==> config.mk <==
export PLATFORM = sky130hd
export DESIGN_NAME = mult_div_unit
export DESIGN_NICKNAME = d
export VERILOG_FILES = /design/src/rtl/mult_div_unit.sv
export SDC_FILE = /design/constraint.sdc
export NUM_CORES = 1
export LEC_CHECK = 0
export BUFFER_PORTS_ARGS = -buffer_cell sky130_fd_sc_hd__buf_4
export CAP_MARGIN = 20
export CORE_ASPECT_RATIO = 1.5
export CORE_MARGIN = 2
export CORE_UTILIZATION = 55
export DETAILED_ROUTE_END_ITERATION = 10
export PLACE_DENSITY = 0.77
export REMOVE_ABC_BUFFERS = 1
export SETUP_SLACK_MARGIN = 0.4
export SYNTH_ARGS = -nofsm -noshare
export SYNTH_HDL_FRONTEND = slang
export SYNTH_SLANG_ARGS = --single-unit
==> constraint.sdc <==
create_clock -name clk -period 3.2 [get_ports clk]
set_clock_uncertainty 0.15 [all_clocks]
set_input_delay 0 -clock clk [delete_from_list [all_inputs] [get_ports clk]]
set_output_delay 0 -clock clk [all_outputs]
set_load 0.01 [all_outputs]
==> src/rtl/mult_div_unit.sv <==
// Iterative multiply/divide unit for the multicycle datapath.
// Signed and unsigned shift-add multiply and restoring divide run on operand
// magnitudes. The result signs are applied once, in FIX. hi/lo/div_zero
// change only when an operation completes, so the register write-data mux
// always sees the last finished result.
module mult_div_unit #(
  parameter int WIDTH = 32
) (
  input  logic             clk,
  input  logic             reset,
  input  logic             start,
  input  logic [1:0]       op,
  input  logic [WIDTH-1:0] a,
  input  logic [WIDTH-1:0] b,
  output logic             busy,
  output logic             done,
  output logic             div_zero,
  output logic [WIDTH-1:0] hi,
  output logic [WIDTH-1:0] lo
);

  localparam int CW = $clog2(WIDTH);

  typedef enum logic [1:0] {IDLE, CALC, FIX} stateT;

  stateT                state, nextState;
  logic                 isDiv;       // latched op[1]
  logic                 negRes;      // product / quotient must be negated
  logic                 negRem;      // remainder takes the sign of a
  logic                 zeroDiv;     // divide by zero pending for FIX
  logic [CW-1:0]        count;
  logic [WIDTH-1:0]     opnd;        // multiplicand (mult) or divisor (div)
  logic [2*WIDTH-1:0]   acc;         // mult: product/multiplier; div: low half is dividend -> quotient
  logic [WIDTH-1:0]     rem;         // partial remainder, always below the divisor

  // Request decode: magnitudes and signs of the incoming operands
  logic             signedIn, signA, signB, divZeroIn;
  logic [WIDTH-1:0] absA, absB;

  // Per-iteration datapath and FIX-time sign correction
  logic [WIDTH:0]     mulSum;
  logic [WIDTH:0]     remShift;      // WIDTH+1-bit trial partial remainder
  logic               fits;
  logic [2*WIDTH-1:0] prodRes;
  logic [WIDTH-1:0]   quoRes, remRes;

  assign busy = (state != IDLE);

  // Decode the request operands into magnitudes and sign flags
  always_comb begin
    signedIn  = ~op[0];
    signA     = signedIn & a[WIDTH-1];
    signB     = signedIn & b[WIDTH-1];
    absA      = signA ? -a : a;
    absB      = signB ? -b : b;
    divZeroIn = op[1] && (b == '0);
  end

  // One shift-add / restoring-divide step, and the signed final results
  always_comb begin
    mulSum   = {1'b0, acc[2*WIDTH-1:WIDTH]} + (acc[0] ? {1'b0, opnd} : '0);
    remShift = {rem, acc[WIDTH-1]};
    fits     = (remShift >= {1'b0, opnd});
    prodRes  = negRes ? -acc : acc;
    quoRes   = negRes ? -acc[WIDTH-1:0] : acc[WIDTH-1:0];
    remRes   = negRem ? -rem : rem;
  end

  // Next-state logic
  always_comb begin
    nextState = state;
    case (state)
      IDLE:    if (start) nextState = divZeroIn ? FIX : CALC;
      CALC:    if (count == '0) nextState = FIX;
      FIX:     nextState = IDLE;
      default: nextState = IDLE;
    endcase
  end

  // State register
  always_ff @(posedge clk or negedge reset) begin
    if (!reset) state <= IDLE;
    else        state <= nextState;
  end

  // Operand latch, iteration datapath and result registers
  always_ff @(posedge clk or negedge reset) begin
    if (!reset) begin
      isDiv    <= 1'b0;
      negRes   <= 1'b0;
      negRem   <= 1'b0;
      zeroDiv  <= 1'b0;
      count    <= '0;
      opnd     <= '0;
      acc      <= '0;
      rem      <= '0;
      done     <= 1'b0;
      div_zero <= 1'b0;
      hi       <= '0;
      lo       <= '0;
    end else begin
      done <= 1'b0;
      case (state)
        IDLE: if (start) begin
          isDiv   <= op[1];
          negRes  <= signA ^ signB;
          negRem  <= signA;
          zeroDiv <= divZeroIn;
          count   <= CW'(WIDTH - 1);
          opnd    <= op[1] ? absB : absA;
          acc     <= {{WIDTH{1'b0}}, (op[1] ? absA : absB)};
          rem     <= '0;
        end
        CALC: begin
          count <= count - 1'b1;
          if (!isDiv) begin
            acc <= {mulSum, acc[WIDTH-1:1]};
          end else begin
            rem              <= fits ? WIDTH'(remShift - {1'b0, opnd}) : remShift[WIDTH-1:0];
            acc[WIDTH-1:0]   <= {acc[WIDTH-2:0], fits};
          end
        end
        FIX: begin
          done <= 1'b1;
          if (zeroDiv) begin
            div_zero <= 1'b1;
          end else begin
            div_zero <= 1'b0;
            if (isDiv) begin
              hi <= remRes;
              lo <= quoRes;
            end else begin
              hi <= prodRes[2*WIDTH-1:WIDTH];
              lo <= prodRes[WIDTH-1:0];
            end
          end
        end
        default: ;
      endcase
    end
  end

endmodule

* Word level (Yosys, flattened, before mapping)
Index checks and enable logic that the tools add are counted.
Word-level totals: word-level logic and storage cells 72, output and inout port bits 67, input bits 69, bits in registers 205
Operators by class: equal/unequal tests 6, reduce and logical (&&, ||, !) cells 12, bitwise operators 5, multiplexer cells 26, add/subtract/negate cells 8, $lt $le $gt $ge 1
Operator list (number):
- $mux W32 | 14
- $mux W64 | 2
- $neg A32 Y32 | 4
- $pmux W64 S2 | 1
- $neg A64 Y64 | 1
- $pmux W32 S2 | 1
- $add A32 B32 Y33 | 1
- $ge A33 B32 Y1 | 1
- $logic_not A32 Y1 | 1
- $sub A32 B32 Y32 | 1
- $pmux W5 S2 | 1
- $ne A2 B2 Y1 const B | 4
- $reduce_and A2 Y1 | 4
- $mux W2 | 3
- $reduce_and A3 Y1 | 2
- $logic_not A5 Y1 | 1
- $mux W5 | 1
- $sub A5 B1 Y5 const B | 1
- $pmux W2 S2 | 1
- $reduce_bool A2 Y1 | 2
- $and A1 B1 Y1 | 2
- $eq A2 B1 Y1 const B | 1
- $eq A2 B2 Y1 const B | 1
- $logic_not A2 Y1 | 1
- 4 further kinds | 6

* Longest topological paths before layout
word-level depth 6, gate-level depth with buffers 14, gate-level depth less buffers 13

* Least setup slack after synthesis
Ideal clock, no wire load.
path type reg-to-reg, start point register acc[0], end point register acc[63], stages on the path, launching flop included 14, setup time 0.138 ns, setup slack -0.327 ns, data arrival time 3.239 ns, period minus slack after synthesis 3.527 ns, data required time 2.912 ns, buffers on the path 1, cell sequence dfrtp_1 -> inv_1 -> clkbuf_1 -> nor2_1 -> ha_1 -> a21oi_1 -> o211ai_1 -> a221o_1 -> o21a_1 -> o211a_1 -> a21o_1 -> a221o_1 -> a2111oi_0 -> a21oi_1
Between the ends: cells in the longest elaborated chain, start to end 4
RTL lines:
- start: declaration | RTL line 33 | logic [2*WIDTH-1:0] acc;
- start signal: assignment | RTL line 111 | acc <= {{WIDTH{1'b0}}, (op[1] ? absA : absB)};
- start signal: assignment | RTL line 117 | acc <= {mulSum, acc[WIDTH-1:1]};
- start signal: indexed assignment | RTL line 120 | acc[WIDTH-1:0] <= {acc[WIDTH-2:0], fits};
- $mux W32 | RTL line 61 | mulSum = {1'b0, acc[2*WIDTH-1:WIDTH]} + (acc[0] ? {1'b0, opnd} : '0);
- $add A32 B32 Y33 | RTL line 61
- $mux W32 | RTL line 116 | if (!isDiv) begin
- $pmux W64 S2 | RTL line 103 | case (state)
No other way between the ends. The select of a mux whose other input is x is not followed. A chain may end at the register's enable or synchronous reset.

* Final worst setup path
start point register acc[31], end point register rem[28]
Between the ends: cells in the longest elaborated chain, start to end 4, elaborated cells between the ends (all ways) 5, classes of those cells add/sub: 1; order compare: 1; mux: 3
RTL lines:
- $sub A32 B32 Y32 or $ge A33 B32 Y1 (tied branches) | RTL line 119, 63
- $mux W32 (*) | RTL line 119 | rem <= fits ? WIDTH'(remShift - {1'b0, opnd}) : remShift[WIDTH-1:0];
- $mux W32 (*) | RTL line 116
- $pmux W32 S2 (*) | RTL line 103
- end signal: assignment | RTL line 119
- end: declaration | RTL line 34 | logic [WIDTH-1:0] rem;
Every way passes the cells marked *; elsewhere a longest branch is shown, timed or not. The select of a mux whose other input is x is not followed.

==> reports/metrics.csv <==
metric,value,unit
failing checks,negative setup slack,
Synth Area per Inst,8.11,sq um
Vias,18600,
chip height,213,um
outcome,"finished, violations left",
Crit. End Element,flip-flop,
Yosys top cell by area,dfrtp_1,
Max Cap Viol,0,
CTS tree,built,
# IOs,136,
Rows,76,
Clock transition at path regs,0.07,ns
first-pass detailed-route iteration total,6,
# fillers,1620,
Post-synth EDFFs,0,
CTS buffer count,23,
Core Box Area,0.0286,sq mm
RSZ-0062 raised after global routing,true,
CP Class,flip-flop to flip-flop,
Final WS setup,-0.327,ns
final hold vios,0,
CTS Sinks,205,
die width,143,um
synth top area cells,"dfrtp_1 (32%), o21ai_0 (6.4%), xor2_1 (5.8%)",
crit path DAT,3.84,ns
TNS Setup,-6.70,ns
Final ANT Viol Nets,0,
DP Cell Count,2633,
Seq cells post-synth,205,
Ys Warns,0,
WL per Instance,24.8,um
H-Tree Depth,1,
first-pass GRT wire length,102000,um
Mapped Cells,1966,
antenna violations before repair,3,
Synth Flop Type,dfrtp_1,
grt ovf,0,
Finished Cell Area,0.0237,sq mm
Crit Path Max Fanout,3,
"Clk Latency, worst-skew pair",0.56,ns
port buffer count,135,
Pwr Density,1210,mW/mm^2
final number of max-transition violations,0,
DP HPWL,42900,um
Setup crit start kind,flip-flop,
Hold/Removal Path Class,input port to flip-flop,
Async SR Flop Fraction,1.00,
final wirelength,71100,um
Iter 0 DRT Violations,1790,
drc violations,0,
Leak,10.4,nW
Post-synth top cells,"nand2_1 (242), dfrtp_1 (205), o21ai_0 (205)",
share of the synthesized area in the top cell type,0.322,
GRT Total Usage,0.435,
leading cell type by number of instances after synthesis,nand2_1,
die area,0.0304,sq mm
DR vias/cell,6.50,
Worst Tran Pin Value,0.905,ns
"Min Clock Period, post-route",3.53,ns
Syn Std Cell Area,0.0160,sq mm
placed inst area,0.0191,sq mm
Clock Path Buffers,3,
post-synthesis sequential area ratio,0.322,
Root Buffer,clkbuf_16,
antenna cells,0,
fin cells,2866,
Hold Slack,0.0483,ns
worst rel slew slack,0.391,
routability cong.,1.03,
number of global-route vias before repair,18400,
nets,2600,
peak supply drop,0.636,mV
post-route clock period utilization,1.10,
worst endpoint required time,3.51,ns
Initial Util,0.557,
share of layout cells above drive strength 1,0.324,
f_max,284,MHz
"Distinct cells, synth",78,
area growth from synthesis to layout,48.9,%
largest net degree at the start of global routing,78,
final setup vio count,53,
-- worst max-delay path, stage by stage, from the launching register on --
cell	delay [ns]
dfrtp_1	0.41
inv_2	0.11
ha_4	0.21
inv_4	0.04
fa_2	0.35
a21o_1	0.20
a221oi_2	0.38
buf_4	0.21
nor2_2	0.06
a2111oi_2	0.42
buf_4	0.17
o31ai_1	0.07
a21oi_1	0.18
xnor2_1	0.19
mux2i_1	0.13
o21ai_1	0.15
-- repair_timing --
| action | 4_1_cts | 5_1_grt |
|---|---|---|
| hold buffers | 92 | 0 |
| setup endpoints to repair | 94 | 140 |
| gates resized for setup | 360 | 127 |
| gates cloned | 9 | 0 |
| buffers inserted | 60 | 30 |
| pin swaps | 126 | 86 |
| endpoints found under the hold margin | 270 | 0 |
-- cell families after synthesis --
group	after synthesis	share of synthesized area
XOR/XNOR	189	0.104
flip-flops	205	0.322
AND/OR/NAND/NOR	611	0.181
adder cells (fa/ha/maj)	72	0.0574
buffers and inverters	189	0.0452
AO/OA/AOI/OAI	637	0.251
multiplexers	63	0.0398
-- final timing paths --
kind                       cells past startpoint  endpoint     from  slack [ns]
max                                           15   rem[28]  acc[31]       -0.33
min                                            5   acc[12]    a[12]        0.05
max reg2reg                                   15   rem[28]  acc[31]       -0.33
min reg2reg                                    2    hi[25]   hi[25]        0.33
max in group asynchronous                      4    hi[27]    reset        1.54
min in group asynchronous                      3  count[2]    reset        0.43
-- sequential cells by signal, summed over array words and instances, names as in the netlist --
| register | count |
|---|---|
| acc | 64 |
| count | 5 |
| div_zero | 1 |
| done | 1 |
| hi | 32 |
| isDiv | 1 |
| lo | 32 |
| negRem | 1 |
| negRes | 1 |
| opnd | 32 |
| rem | 32 |
| state | 2 |
| zeroDiv | 1 |
-- cell usage in the layout, fill, tap and decap left out, types with 22 or more instances in the layout --
master	netlist	routed
a211oi_1	52	45
a21o_1	22	22
a21oi_1	146	122
buf_4	0	413
buf_6	1	53
clkbuf_16	0	24
dfrtp_1	205	203
dlygate4sd3_1	0	92
ha_1	70	48
inv_1	69	60
mux2i_1	60	59
nand2_1	242	222
nand3_1	33	28
nor2_1	143	115
nor3_1	37	32
o211ai_1	28	28
o21ai_0	205	118
o21ai_1	9	73
o31ai_1	47	27
xnor2_1	84	74
xor2_1	105	104
-- report_power, final --
part / total [mW] / switching, mW / internal, mW
clock: 2.92 / 1.19 / 1.73
combinational: 21.3 / 11.5 / 9.76
sequential: 4.67 / 1.11 / 3.56
total: 28.9 / 13.8 / 15.0
-- layer usage --
layer | track usage | vias up | share of wire
met5 | 0 | - | 0
li1 | - | 8083 | -
met4 | 0.390 | 0 | 0.11
met2 | 0.747 | 1250 | 0.48
met1 | 0.447 | 8801 | 0.32
met3 | 0.0786 | 491 | 0.086
-- per-stage QoR --
step,power [mW],utilization,worst slack (ns)
after CTS,26.2,0.802,-0.201
after global routing,30.0,0.830,-0.398
after floorplan,13.2,-,-1.48
after detailed placement,19.1,0.667,-0.430
after global placement,18.8,0.667,-0.394
final,28.9,0.830,-0.327
-- layout make-up --
cell class | instances | area, sq um | area share
inverters | 69 | 264 | 0.0111
clock buffers | 33 | 683 | 0.0288
repair buffers | 588 | 5240 | 0.221
flip-flops and latches | 205 | 5130 | 0.216
clock inverters | 9 | 126 | 0.00532
well taps | 390 | 488 | 0.0205
multi-input cells | 1572 | 11800 | 0.497
No activity file was read; power rests on OpenSTA's default activity.
